<file path="src/rtl/stack_pkg.sv">
// Shared constants and helpers for the parameterised LIFO stack.
package stack_pkg;

  localparam int DEF_WIDTH = 32'd8;
  localparam int DEF_DEPTH = 32'd16;

  // Ceiling log2 used for address and occupancy widths.
  function automatic int clog2(input int value);
    int result;
    int rem;
    result = 32'd0;
    rem    = value - 32'd1;
    while (rem > 32'd0) begin
      result = result + 32'd1;
      rem    = rem >> 32'd1;
    end
    return result;
  endfunction

endpackage

</file>
<file path="src/rtl/stack_mem_array.sv">
// DEPTH x WIDTH register array: synchronous write port, asynchronous read port.
module stack_mem_array
  import stack_pkg::*;
#(
  parameter int WIDTH = DEF_WIDTH,
  parameter int DEPTH = DEF_DEPTH,
  parameter int AW    = clog2(DEPTH)
) (
  input  logic             clock,
  input  logic             we,
  input  logic [AW-1:0]    waddr,
  input  logic [WIDTH-1:0] wdata,
  input  logic [AW-1:0]    raddr,
  output logic [WIDTH-1:0] rdata
);

  logic [WIDTH-1:0] mem_r [DEPTH];

  // Storage write; contents are never cleared, reset only hides them via count.
  always_ff @(posedge clock) begin
    if (we) begin
      mem_r[waddr] <= wdata;
    end
  end

  assign rdata = mem_r[raddr];

endmodule

</file>
<file path="src/rtl/lifo_stack_param.sv">
// Parameterised LIFO stack: occupancy tracking, flags and registered pop output.
module lifo_stack_param
  import stack_pkg::*;
#(
  parameter int WIDTH = DEF_WIDTH,
  parameter int DEPTH = DEF_DEPTH,
  localparam int CW   = clog2(DEPTH + 1)
) (
  input  logic             clock,
  input  logic             reset,
  input  logic             push,
  input  logic             pop,
  input  logic [WIDTH-1:0] data_in,
  output logic [WIDTH-1:0] data_out,
  output logic             valid_out,
  output logic [CW-1:0]    count,
  output logic             empty,
  output logic             full,
  output logic             overflow,
  output logic             underflow
);

  localparam int            AW      = clog2(DEPTH);
  localparam logic [CW-1:0] DEPTH_C = CW'(DEPTH);

  logic             we_s;
  logic [AW-1:0]    waddr_s;
  logic [AW-1:0]    raddr_s;
  logic [WIDTH-1:0] rdata_s;
  logic [CW-1:0]    cnt_nxt_s;
  logic             dout_ld_s;
  logic             dout_pass_s;
  logic [WIDTH-1:0] dout_nxt_s;
  logic             valid_nxt_s;
  logic             ovf_nxt_s;
  logic             unf_nxt_s;

  stack_mem_array #(
    .WIDTH (WIDTH),
    .DEPTH (DEPTH),
    .AW    (AW)
  ) u_mem (
    .clock (clock),
    .we    (we_s & ~reset),
    .waddr (waddr_s),
    .wdata (data_in),
    .raddr (raddr_s),
    .rdata (rdata_s)
  );

  // The top entry sits one below the occupancy count.
  assign raddr_s    = AW'(count - CW'(1));
  assign dout_nxt_s = dout_pass_s ? data_in : rdata_s;

  // Next-state decode for push/pop combinations.
  always_comb begin
    we_s        = 1'b0;
    waddr_s     = AW'(count);
    cnt_nxt_s   = count;
    dout_ld_s   = 1'b0;
    dout_pass_s = 1'b0;
    valid_nxt_s = 1'b0;
    ovf_nxt_s   = 1'b0;
    unf_nxt_s   = 1'b0;
    case ({push, pop})
      2'b11: begin
        valid_nxt_s = 1'b1;
        dout_ld_s   = 1'b1;
        if (empty) begin
          dout_pass_s = 1'b1;
        end else begin
          we_s    = 1'b1;
          waddr_s = raddr_s;
        end
      end
      2'b10: begin
        if (full) begin
          ovf_nxt_s = 1'b1;
        end else begin
          we_s      = 1'b1;
          cnt_nxt_s = count + CW'(1);
        end
      end
      2'b01: begin
        if (empty) begin
          unf_nxt_s = 1'b1;
        end else begin
          valid_nxt_s = 1'b1;
          dout_ld_s   = 1'b1;
          cnt_nxt_s   = count - CW'(1);
        end
      end
      default: begin
        cnt_nxt_s = count;
      end
    endcase
  end

  // Occupancy count with flags derived from the same next value.
  always_ff @(posedge clock) begin
    if (reset) begin
      count <= '0;
      empty <= 1'b1;
      full  <= 1'b0;
    end else begin
      count <= cnt_nxt_s;
      empty <= (cnt_nxt_s == CW'(0));
      full  <= (cnt_nxt_s == DEPTH_C);
    end
  end

  // Pop data register holds unless a pop is accepted.
  always_ff @(posedge clock) begin
    if (reset) begin
      data_out <= '0;
    end else if (dout_ld_s) begin
      data_out <= dout_nxt_s;
    end
  end

  // One-cycle status pulses.
  always_ff @(posedge clock) begin
    if (reset) begin
      valid_out <= 1'b0;
      overflow  <= 1'b0;
      underflow <= 1'b0;
    end else begin
      valid_out <= valid_nxt_s;
      overflow  <= ovf_nxt_s;
      underflow <= unf_nxt_s;
    end
  end

endmodule
</file>
<file path="config.mk">
export PLATFORM = sky130hd
export DESIGN_NAME = lifo_stack_param
export DESIGN_NICKNAME = d
export VERILOG_FILES = /design/src/rtl/stack_pkg.sv /design/src/rtl/stack_mem_array.sv /design/src/rtl/lifo_stack_param.sv
export SDC_FILE = /design/constraint.sdc
export NUM_CORES = 1
export LEC_CHECK = 0
export ABC_CLOCK_PERIOD_IN_PS = 3300
export CAP_MARGIN = 10
export CORE_MARGIN = 10
export CORE_UTILIZATION = 30
export DETAILED_ROUTE_END_ITERATION = 10
export PLACE_DENSITY = 0.56
export SYNTH_ARGS = -nofsm -noshare
export SYNTH_HDL_FRONTEND = slang
export SYNTH_SLANG_ARGS = --single-unit
</file>
<file path="constraint.sdc">
create_clock -name clock -period 3.3 [get_ports clock]
set_input_delay 0.33 -clock clock [delete_from_list [all_inputs] [get_ports clock]]
set_output_delay 0.33 -clock clock [all_outputs]
set_load 0.01 [all_outputs]
</file>
# ---- Word-level counts from Yosys, hierarchy flattened
# Memory sizes are Yosys's and may differ from the RTL's.
# Index checks and enable logic that the tools add are counted.
dict set report classes {
  add_sub_neg 2
  n_eq_ne 4
  n_mux 15
  bitwise_logic 4
  n_reduce_logical 3
}
# op n
set op_table {}
lappend op_table {{$mux 5} 2}
lappend op_table {{$pmux 5 s2} 1}
lappend op_table {{$mux 4} 2}
lappend op_table {{$mux 8} 1}
lappend op_table {{$mux 1} 7}
lappend op_table {{$add 5x1->5 const B} 1}
lappend op_table {{$eq 5x5->1 const B} 1}
lappend op_table {{$logic_not 5->1} 1}
lappend op_table {{$sub 5x1->5 const B} 1}
lappend op_table {{$eq 2x2->1 const B} 2}
lappend op_table {{$pmux 1 s2} 2}
lappend op_table {{$reduce_or 2->1} 2}
lappend op_table {{$not 1->1} 3}
lappend op_table {{$eq 2x1->1 const B} 1}
lappend op_table {{$and 1x1->1} 1}
dict set report totals {
  ff_bits 18
  ram_bits 128
  inputBits 12
  output_inout_bits 18
  wordCells 36
  n_memories 1
}
# memory depth width rd rd_clocked_by_memory_dff write_ports line_no
set memory_table {}
lappend memory_table {u_mem.mem_r 16 8 1 0 1 stack_mem_array.sv:17} ;# logic [WIDTH-1:0] mem_r [DEPTH];

# ---- Longest topological paths before layout
dict set report logic_depth {
  depth_word 5
  depth_mapped 12
}

# ---- Hierarchy
# A second synthesis with hierarchy kept.
dict set report unflattened {
  hier_cells 359
  area_unflattened_um2 6180.9
}
# mod instances cells_each area_each_um2 seq_area_each_um2
set by_module_without_submodules {}
lappend by_module_without_submodules {stack_mem_array 1 221 4987.3 3843.7}
lappend by_module_without_submodules {lifo_stack_param 1 138 1193.6 360.3}

# ---- Least setup slack after synthesis
# OpenSTA, ideal clock, no wires.
dict set report synth_timing {
  path_kind {register to register}
  start {register count[0]}
  end {memory u_mem.mem_r[1][0] (netlist bit) (enable)}
  setup_ns 0.370
  arrival_ns 3.010
  required_ns 2.930
  setup_slack_ns -0.080
  path_stages_with_launch 13
  path_buffers 5
  synth_period_minus_slack_ns 3.380
  cell_sequence {dfxtp_1 > buf_2 > buf_2 > buf_2 > inv_1 > ha_1 > clkbuf_1 > buf_1 > nor2b_1 > nand2_1 > o31a_1 > or2_2 > nor2_1}
}
dict set report synth_via {
  elab_chain_len 3
}
# item line_no
set synth_rtl {}
lappend synth_rtl {{start, declared} lifo_stack_param.sv:16} ;# output logic [CW-1:0] count,
lappend synth_rtl {{start signal, assigned} lifo_stack_param.sv:106} ;# count <= cnt_nxt_s;
lappend synth_rtl {{$sub 5x1->5} --}
lappend synth_rtl {{$mux 4} lifo_stack_param.sv:69} ;# if (empty) begin
lappend synth_rtl {{$mux 4 *} lifo_stack_param.sv:65} ;# case ({push, pop})
lappend synth_rtl {{end, declared} stack_mem_array.sv:17}
# Every way passes the cells marked *; elsewhere a longest branch is shown, timed or not.

# ---- Worst setup path in the final report
dict set report layout_timing {
  start {register count[1]}
  end {memory u_mem.mem_r[2][2] (netlist bit) (enable)}
}
# The elaborated chain is that of the path after synthesis.

==> metrics <==
clock latency on the worst-skew pair=430 ps; total iterations of the first detailed-routing run=5; Synth async-reset ratio=0%; post-synthesis sequential area ratio=69.1%; overall global routing resource usage=11.7%; worst hold-check path type=reg -> reg; max-slew violation count=0; final worst path period share=80.6%; MaxCap Viol Count=0; design area=7440 µm²; LEAKAGE=2.43 nW; die width=162 µm; Cell variety after synth=50; Antenna Nets Post-Route=0; final worst path period need=2660 ps; Port Buf Inserts=29; Setup crit start kind=flip-flop; largest cells by area after synthesis=edfxtp_1 (63%), mux4_2 (9.6%), dfxtp_1 (5.9%), nand2_1 (3.9%), nor2_1 (2.1%); clock buffer depth=2; H-tree level count=4; Syn Area/Cell=14.8 µm²; CTS tree=yes; Critical Path End Type=flip-flop; post_cts resized=0; GPL Wtd Cong=0.878; largest net degree at the start of global routing=25; top cells by count, synth=edfxtp_1 (128), nand2_1 (64), nor2_1 (34); most used cell, CP=buf_4; Starting Density=30.3%; initial antenna violation count=0; Worst Path Required=3430 ps; placed wire-length estimate=10,300 µm; Placed Cells=720; setup TNS=0 ps; worst path arrival time=2790 ps; Worst-path clk slew=60 ps; CP peak stage delay=490 ps; relative slew slack=49.0%; n_diodes=0; wire per inst=20.1 µm; Mapped Nets=427; slowest CP cell=dfxtp_1; Non-Filler Instances=752; Final Skew=9.80 ps; Post-route DRC=0; total grt overflow=0; status=completed; vias in the first global route=3,700; area leader, netlist=edfxtp_1; Cell Area, Placed=6880 µm²; chip height=162 µm; DR vias/cell=4.97; Layout area overhead=22.2%; post-synthesis register bit count=146; Fill cells=1,882; Post-synth EDFFs=128; VDD IR max=0.316 mV; RSZ-0062 raised after global routing=false; Synth Flop Type=edfxtp_1; TritonCTS Buffers=17; CP Cell Sequence=inv_1 > ha_1 > buf_4 > nor2b_1 > nand2_1 > o31ai_1 > nand2b_1 > nor2_1 > buf_4; root buffer cell=clkbuf_16; layout cells sized above 1=19.9%; PwrDens=585 nW/µm²; most frequent cell after synthesis=edfxtp_1; # IOs=30; Iter 0 DRT Violations=356; hold buffers post-CTS=0; mapped cell area=6090 µm²; Core Rows=52; Total Power=0.00435 W; top cell type's share of synthesized area=63.1%; clk sinks=146; Setup Crit Path Kind=reg -> reg; detailed-route via count=3,734; core area=20,100 µm²; worst-margin pin slew=762 ps; final WL=15,100 µm; Fmax=0.376 GHz; cell count after synthesis=410; YS warnings=0; nets=486; final setup violation count=0; first-pass GRT wire length=23,000 µm; hold slack final=470 ps; Hold Fails Final Rpt=0; worst-path maximum fanout=10; post-CTS setup buffers=0; die footprint=26,400 µm²
[where the power goes]
| group | leakage (nW) | switching (W) | internal (W) |
|---|---|---|---|
| clock network | 0.268 | 0.000723 | 0.00110 |
| registers | 1.30 | 0.0000255 | 0.00204 |
| logic | 0.867 | 0.000272 | 0.000189 |
[worst max-delay path, delay by kind of cell (launching register included)]
family          cells  cell delay, ps
simple gates        4             940
flops               1             490
fa+ha+maj           1             310
buf+inv             3             550
compound gates      1              80
[path summary, 6_finish.rpt]
kind	from	end	slack [ps]	depth (start not counted)
worst max-delay path	count[1]	u_mem.mem_r[2][2]	640	9
worst min-delay path	data_out[2]	data_out[2]	470	1
worst max register to register	count[1]	u_mem.mem_r[2][2]	640	9
worst min register to register	data_out[2]	data_out[2]	470	1
[registers in the layout, indices dropped and copies added, names as in the netlist]
signal       flops
count            5
data_out         8
full             1
u_mem.mem_r    128
overflow         1
underflow        1
valid_out        1
empty            1
[cell usage in the layout, fill, tap and decap left out, types with 2 or more instances in the layout]
cell / count
nor2_1: 33
o31ai_1: 2
nand4_1: 5
nor3_1: 6
mux4_2: 26
nand3_1: 21
clkinv_2: 5
edfxtp_1: 128
a311oi_1: 3
nand2_1: 64
clkbuf_1: 4
mux2i_1: 2
xnor2_1: 4
xor2_1: 2
clkdlybuf4s50_1: 29
inv_1: 7
ha_1: 5
clkbuf_16: 17
a21oi_1: 11
and3_1: 2
dfxtp_1: 17
buf_4: 33
nand2b_1: 6
a32o_1: 6
a21o_1: 2
clkinvlp_4: 2
nor2b_1: 7
bufinv_16: 2
[layout make-up]
cell class                      count  area (µm²)  share of cell area [%]
Clock buffer                       21         440                    5.92
Clock inverter                     11         113                    1.51
Inverter                            7        26.3                   0.353
Multi-Input combinational cell    235        1780                    23.9
Sequential cell                   146        4210                    56.5
Tap cell                          270         338                    4.54
Timing Repair Buffer               62         538                    7.23
[cells by family after synthesis]
family	synth area share [%]
fa+ha+maj	1.03
mux	10.1
compound gates	5.08
xor+xnor	1.15
simple gates	11.5
buf+inv	2.04
flops	69.1
[routing by layer]
| layer | up-vias | share of wire, % | global-route usage, % |
|---|---|---|---|
| met4 | 0 | 1.4 | 5.46 |
| li1 | 1686 | - | - |
| met3 | 13 | 6.0 | 3.21 |
| met1 | 1906 | 45 | 15.0 |
| met5 | - | 0 | 0 |
| met2 | 129 | 48 | 18.1 |
[stage by stage]
stage | util [%] | setup WS (ps)
2_1_floorplan | - | -75.7
3_3_place_gp | 34.2 | 534
3_5_place_dp | 34.2 | 410
4_1_cts | 37.0 | 659
5_1_grt | 37.0 | 459
6_report | 37.0 | 641
Power figures use the tool's default switching activity.
